### config.mk
export PLATFORM = sky130hd
export DESIGN_NAME = mem_arbiter
export DESIGN_NICKNAME = d
export VERILOG_FILES = /design/src/rtl/mem_arbiter.sv
export SDC_FILE = /design/constraint.sdc
export NUM_CORES = 1
export LEC_CHECK = 0
export CAP_MARGIN = 20
export CORE_ASPECT_RATIO = 0.5
export CORE_MARGIN = 8
export CORE_UTILIZATION = 35
export DETAILED_ROUTE_END_ITERATION = 16
export GPL_TIMING_DRIVEN = 0
export MAX_ROUTING_LAYER = met4
export PLACE_DENSITY = 0.89
export SLEW_MARGIN = 20
export SYNTH_ARGS = -nofsm -noshare
export SYNTH_HDL_FRONTEND = slang
export SYNTH_SLANG_ARGS = --single-unit
export TNS_END_PERCENT = 30
### constraint.sdc
create_clock -name clk -period 2.6 [get_ports clk]
set_clock_uncertainty 0.15 [all_clocks]
set_input_delay 0.39 -clock clk [delete_from_list [all_inputs] [get_ports clk]]
set_output_delay 0.39 -clock clk [all_outputs]
set_load 0.005 [all_outputs]
### src/rtl/mem_arbiter.sv
// rtl/mem_arbiter.sv - single-port RAM arbiter between instruction fetch and MEM-stage load/store
// Data wins contention until STARVE_LIMIT consecutive data grants have delayed a pending fetch.
module mem_arbiter #(
    parameter int unsigned STARVE_LIMIT = 4
) (
    input  logic        clk,
    input  logic        rst,
    input  logic        if_req,
    input  logic [15:0] if_addr,
    output logic [15:0] if_data,
    output logic        if_ack,
    input  logic [1:0]  mem_wr,
    input  logic [15:0] mem_addr,
    input  logic [15:0] mem_wdata,
    output logic [15:0] mem_rdata,
    output logic        mem_ack,
    output logic        stall_req,
    output logic        ram_ce,
    output logic        ram_we,
    output logic [15:0] ram_addr,
    output logic [15:0] ram_wdata,
    input  logic [15:0] ram_rdata
);

    typedef enum logic [1:0] {
        ST_IDLE    = 2'd0,
        ST_RD_WAIT = 2'd1,
        ST_RESP    = 2'd2
    } state_t;

    typedef enum logic [1:0] {
        OWN_NONE = 2'd0,
        OWN_IF   = 2'd1,
        OWN_MEM  = 2'd2
    } owner_t;

    localparam logic [3:0] LIMIT = 4'(STARVE_LIMIT);

    state_t      r_state;
    owner_t      r_owner;
    logic [3:0]  r_starve_cnt;
    logic [15:0] r_if_data;
    logic [15:0] r_mem_rdata;
    logic        r_if_ack;
    logic        r_mem_ack;

    logic w_idle;
    logic w_data_pend;
    logic w_starved;
    logic w_grant_if;
    logic w_grant_mem;
    logic w_store;

    // Encodings 00 (load) and 01 (store) are the only live data ops; 1x is idle.
    assign w_idle      = (r_state == ST_IDLE);
    assign w_data_pend = ~mem_wr[1];
    assign w_starved   = (r_starve_cnt == LIMIT);
    assign w_grant_if  = w_idle & if_req & (~w_data_pend | w_starved);
    assign w_grant_mem = w_idle & w_data_pend & ~w_grant_if;
    assign w_store     = w_grant_mem & mem_wr[0];

    assign ram_ce    = w_grant_if | w_grant_mem;
    assign ram_we    = w_store;
    assign ram_addr  = w_grant_if ? if_addr : (w_grant_mem ? mem_addr : 16'h0000);
    assign ram_wdata = w_store ? mem_wdata : 16'h0000;

    assign if_data   = r_if_data;
    assign if_ack    = r_if_ack;
    assign mem_rdata = r_mem_rdata;
    assign mem_ack   = r_mem_ack;
    assign stall_req = (if_req & ~r_if_ack) | (w_data_pend & ~r_mem_ack);

    always_ff @(posedge clk) begin
        if (rst) begin
            r_state      <= ST_IDLE;
            r_owner      <= OWN_NONE;
            r_starve_cnt <= 4'd0;
            r_if_data    <= 16'h0000;
            r_mem_rdata  <= 16'h0000;
            r_if_ack     <= 1'b0;
            r_mem_ack    <= 1'b0;
        end else begin
            r_if_ack  <= 1'b0;
            r_mem_ack <= 1'b0;
            case (r_state)
                ST_IDLE: begin
                    if (w_grant_if) begin
                        r_owner      <= OWN_IF;
                        r_state      <= ST_RD_WAIT;
                        r_starve_cnt <= 4'd0;
                    end else if (w_grant_mem) begin
                        r_owner <= OWN_MEM;
                        // A store completes on the strobe itself, so its ack goes out next cycle.
                        if (w_store) begin
                            r_state   <= ST_RESP;
                            r_mem_ack <= 1'b1;
                        end else begin
                            r_state <= ST_RD_WAIT;
                        end
                        if (if_req) begin
                            r_starve_cnt <= w_starved ? r_starve_cnt : r_starve_cnt + 4'd1;
                        end else begin
                            r_starve_cnt <= 4'd0;
                        end
                    end
                end
                ST_RD_WAIT: begin
                    case (r_owner)
                        OWN_IF: begin
                            r_if_data <= ram_rdata;
                            r_if_ack  <= 1'b1;
                        end
                        OWN_MEM: begin
                            r_mem_rdata <= ram_rdata;
                            r_mem_ack   <= 1'b1;
                        end
                        default: ;
                    endcase
                    r_state <= ST_RESP;
                end
                ST_RESP: begin
                    r_owner <= OWN_NONE;
                    r_state <= ST_IDLE;
                end
                default: begin
                    r_owner <= OWN_NONE;
                    r_state <= ST_IDLE;
                end
            endcase
        end
    end

endmodule
== Word level (Yosys, flattened, before mapping) ==
Cells that the tools add are included.
Storage, ports and cells
  register bits after elaboration: 42
  input port bits: 69
  output and inout bits: 69
  logic and storage cells: 56
Operators by class
  add/subtract/negate cells: 1
  equal/unequal tests: 6
  multiplexer cells: 20
  bitwise gates (word level): 15
  reduce and logical (&&, ||, !) cells: 7
Operators with widths (number)
  two-way mux 16 bit: 3
  two-way mux 4 bit: 4
  two-way mux 2 bit: 5
  case mux 2 bit (2 select lines): 2
  bitwise AND 1 bit: 7
  AND reduction 2 bit: 3
  two-way mux 1 bit: 5
  NOT 1 bit: 5
  adder 4 x 1 -> 4 bit (second input constant): 1
  equality test 2 x 1 -> 1 bit (second input constant): 2
  equality test 4 x 3 -> 1 bit (second input constant): 1
  != test 3 x 1 -> 1 bit (second input constant): 1
  != test 3 x 2 -> 1 bit (second input constant): 1
  OR 1 bit: 3
  AND reduction 3 bit: 1
  equality test 2 bit (second input constant): 1
  logical NOT 2 bit: 1
  case mux 1 bit (2 select lines): 1
  nonzero test 2 bit: 1
  OR reduction 2 bit: 1

== Logic depth before layout (Yosys ltp) ==
Gate-level depths: netlist of the first run.
  depth in word-level cells: 10
  mapped depth: 7
  mapped depth without buffers: 6

== Worst setup path after synthesis of the first run ==
No wires, ideal clock.
  path type: register to output
  start: register r_starve_cnt[0]
  end: output port ram_wdata[10]
  arrival: 1.478 ns
  required time: 2.060 ns
  slack: 0.582 ns
  cell stages (with the launch flop): 8
  path buffers: 1
  path through: dfxtp_1 > inv_1 > ha_1 > and3b_4 > a21oi_4 > and3_4 > buf_6 > and2_1
On the way
  word-level cells in the longest chain between the ends: 7
Ends and longest elaborated chain
  start, declared: line 41  | logic [3:0] r_starve_cnt;
  start signal, assigned: line 101  | r_starve_cnt <= w_starved ? r_starve_cnt : r_starve_cnt + 4'd1;
  equality test 4 x 3 -> 1 bit: line 57  | assign w_starved = (r_starve_cnt == LIMIT);
  OR 1 bit: line 58  | assign w_grant_if = w_idle & if_req & (~w_data_pend | w_starved);
  bitwise AND 1 bit: line 58
  NOT 1 bit: line 59  | assign w_grant_mem = w_idle & w_data_pend & ~w_grant_if;
  bitwise AND 1 bit: line 59
  bitwise AND 1 bit: line 60  | assign w_store = w_grant_mem & mem_wr[0];
  named net ram_we: line 19  | output logic ram_we,
  two-way mux 16 bit: line 65  | assign ram_wdata = w_store ? mem_wdata : 16'h0000;
  end, declared: line 21  | output logic [15:0] ram_wdata,
The timed path passes the listed nets, and every way through them passes these cells.

== Worst setup path after layout of the first run ==
  start: register r_starve_cnt[0]
  end: output port ram_addr[13]
On the way
  word-level cells in the longest chain between the ends: 7
Ends and longest elaborated chain
  equality test 4 x 3 -> 1 bit (*): line 57
  OR 1 bit (*): line 58
  bitwise AND 1 bit (*): line 58
  NOT 1 bit: line 59
  bitwise AND 1 bit: line 59
  two-way mux 16 bit: line 64  | assign ram_addr = w_grant_if ? if_addr : (w_grant_mem ? mem_addr : 16'h0000);
  two-way mux 16 bit (*): line 64
  end, declared: line 20  | output logic [15:0] ram_addr,
Every way passes the cells marked *; elsewhere a longest branch is shown, timed or not.

==> results.toml, run 1 <==
[synth]
synth-simple-area-share_pct = 32.3
avgSynthCellArea_um2 = 7.42
ys_seq_elements = 42
yosys.area.top_type_share_pct = 42.3
yosys.cell_types.count = 34
syn_inst = 268
synth_most_common_cell = "nand2_1"
netlist_top_cells_count = "nand2_1, dfxtp_1, a21oi_1"
synth-async-reset-ratio_pct = 0
synth_ff_type = "dfxtp_1"
synth_top_area_cell = "dfxtp_1"
synth_nets = 339
synthMuxAreaShare_pct = 0
synth_edf_count = 0
synth_area_leaders = "dfxtp_1, nand2_1, a21oi_1"
synth-compound-area-share_pct = 17.6
synth_area_mm2 = 0.00199
synth_fa_ha_area_share_pct = 1.26
synth-xor-area-share_pct = 0
synth_top_family_by_area = "simple AND/OR/NAND/NOR gates"
yosysWarningCount = 0
yosysSeqAreaShare_pct = 42.3

[sta]
period_share_pct = 95.9
fmax_mhz = 401
finalSetupViolCount = 0
rsz0062_at_grt = "no"
drv_slew = 0
worstMarginPinSlew_ns = 0.524
hold_violations = 0
slew_headroom_pct = 65.1
setup_slack_ns = 0.107
min_period_ns = 2.49

[floorplanning]
initial_utilization_pct = 36.2
fp.dieArea_mm2 = 0.00849
fp.dieW_um = 123
rows = 19
die_y_um = 69.3
pin_count = 138
core-area_mm2 = 0.00549

[placement]
dp_hpwl_um = 5750
gp_congestion = 0.760
port_buffers = 137
dp_slack_ns = -0.290
placedCellCount = 478
place_area_mm2 = 0.00345

[pwr]
power.leakage_nw = 1.47
total_power_w = 0.00168
power.density_mw_per_mm2 = 465
vdd_drop_max_v = 0.000305

[cells_and_area]
drive_gt1_share_pct = 8.63
n_antenna_cell = 0
area_growth_pct = 81.7
design_area_mm2 = 0.00361
final_cells = 490
final_nets = 487
nFillCells = 491
finalCoreUtilization_pct = 65.8

[clocking]
cts_max_level = 2
clkTransAtPathRegs_ns = 0.06
clkLatencyLatePin_ns = 0.28
cts.root.buffer_cell = "clkbuf_16"
clock_path_buffers = 2
tritoncts = "done"
clock_sinks = 42
cts_buffers = 5

[setup_path]
critical_path_class = "flip-flop to primary output"
critPathLaunchType = "flip-flop"
path_max_fanout = 10
end_kind = "primary output"
crit_required_ns = 2.06
crit_arrival_ns = 1.95

[grt]
use_met1_pct = 19.2
use_met3_pct = 2.84
grt_pass1_wl_um = 12000
grtUsageTotal_pct = 17.7
use_met2_pct = 32.4
antenna_found_initial = 0
grt.overflow.total = 0
grt_max_degree = 15
top_usage_layer = "met2"
grt_pass1_vias = 2366

[detailed_routing]
viasPerCell = 4.83
drc_errors = 0
drt_wl_total_um = 7410
vias = 2365
wire_per_inst_um = 15.1
drtPass1Iterations = 4
dr.first_iter.drc_count = 80
antenna_left = 0

[status]
status = "finished clean"

[min_path]
hp-class = "flip-flop to flip-flop"

[job]
cap_violations = 0
==> layer usage <==
layer / vias to the layer above / wire (um)
li1: 1185 / -
met1: 1092 / 3060
met2: 74 / 3830
met3: 14 / 394
met4: 0 / 129
met5: - / 0
==> metrics by stage <==
step | hold slack, ns | TNS [ns]
CTS | 0.304 | 0
detailed placement | 0.296 | -5.83
floorplan | 0.303 | 0
global route | 0.318 | 0
global placement | 0.291 | -4.80
finish | 0.303 | 0
==> worst max-delay path, stage by stage (launching register included) <==
cell	delay (ns)
dfxtp_2	0.36
inv_1	0.05
ha_1	0.21
and3b_4	0.21
o21ai_4	0.25
clkbuf_8	0.22
o21ai_0	0.10
dlygate4sd2_1	0.28
==> logic make-up after synthesis <==
logic type,count (synthesis)
AND/OR/NAND/NOR,136
flip-flops,42
AO/OA/AOI/OAI,63
adder cells (fa/ha/maj),2
buffers and inverters,25
==> where the power goes <==
| part | total [W] | switching (W) | internal (W) |
|---|---|---|---|
| Clock | 0.000606 | 0.000251 | 0.000355 |
| Sequential | 0.000679 | 0.0000164 | 0.000662 |
| Combinational | 0.000395 | 0.000169 | 0.000225 |
| Total | 0.00168 | 0.000437 | 0.00124 |
==> worst paths after layout <==
path | startpoint | to | slack (ns) | cells past startpoint
hold / removal | mem_rdata[10] | mem_rdata[10] | 0.30 | 2
hold reg to reg | mem_rdata[10] | mem_rdata[10] | 0.30 | 2
setup / recovery | r_starve_cnt[0] | ram_addr[13] | 0.11 | 7
setup reg to reg | r_starve_cnt[0] | r_owner[1] | 0.85 | 8
==> flip-flops by register name, indices dropped and copies added (netlist names) <==
signal / count
if_ack: 1
if_data: 16
mem_ack: 1
mem_rdata: 16
r_owner: 2
r_starve_cnt: 4
r_state: 2
==> final cells by class <==
class | instances | area, um2 | area share, %
plain buffers | 18 | 120 | 3.33
clock buffers | 5 | 125 | 3.46
clock inverters | 3 | 21.3 | 0.589
inverters | 7 | 26.3 | 0.727
multi-input cells | 201 | 1030 | 28.5
flip-flops and latches | 42 | 843 | 23.3
well taps | 73 | 91.3 | 2.53
repair buffers | 141 | 1360 | 37.5
==> placed cells by master, fill, tap and decap left out, drive strengths merged, types with 3 or more instances in the layout <==
cell / instances
nand2: 85
nand2b: 3
dlygate4sd2: 32
and2: 16
o21ai: 18
inv: 7
nor2: 3
a21oi: 36
dfxtp: 42
nand3: 18
buf: 17
clkbuf: 11
and3b: 3
clkdlybuf4s50: 104
==> repair_timing <==
| item | in CTS | in global routing |
|---|---|---|
| cloned | 1 | 0 |
| setup endpoints to repair | 33 | 1 |
| resized for setup | 43 | 2 |
| pin swaps | 2 | 0 |
| setup buffers | 3 | 0 |
| hold buffers | 0 | 0 |
Power figures use the tool's default switching activity.
==> run 2, diff against run 1 <==
SLEW_MARGIN = unset   (was 20)
==> results of run 2 <==
No change in the layout: final DEF, timing and power equal those of run 1.
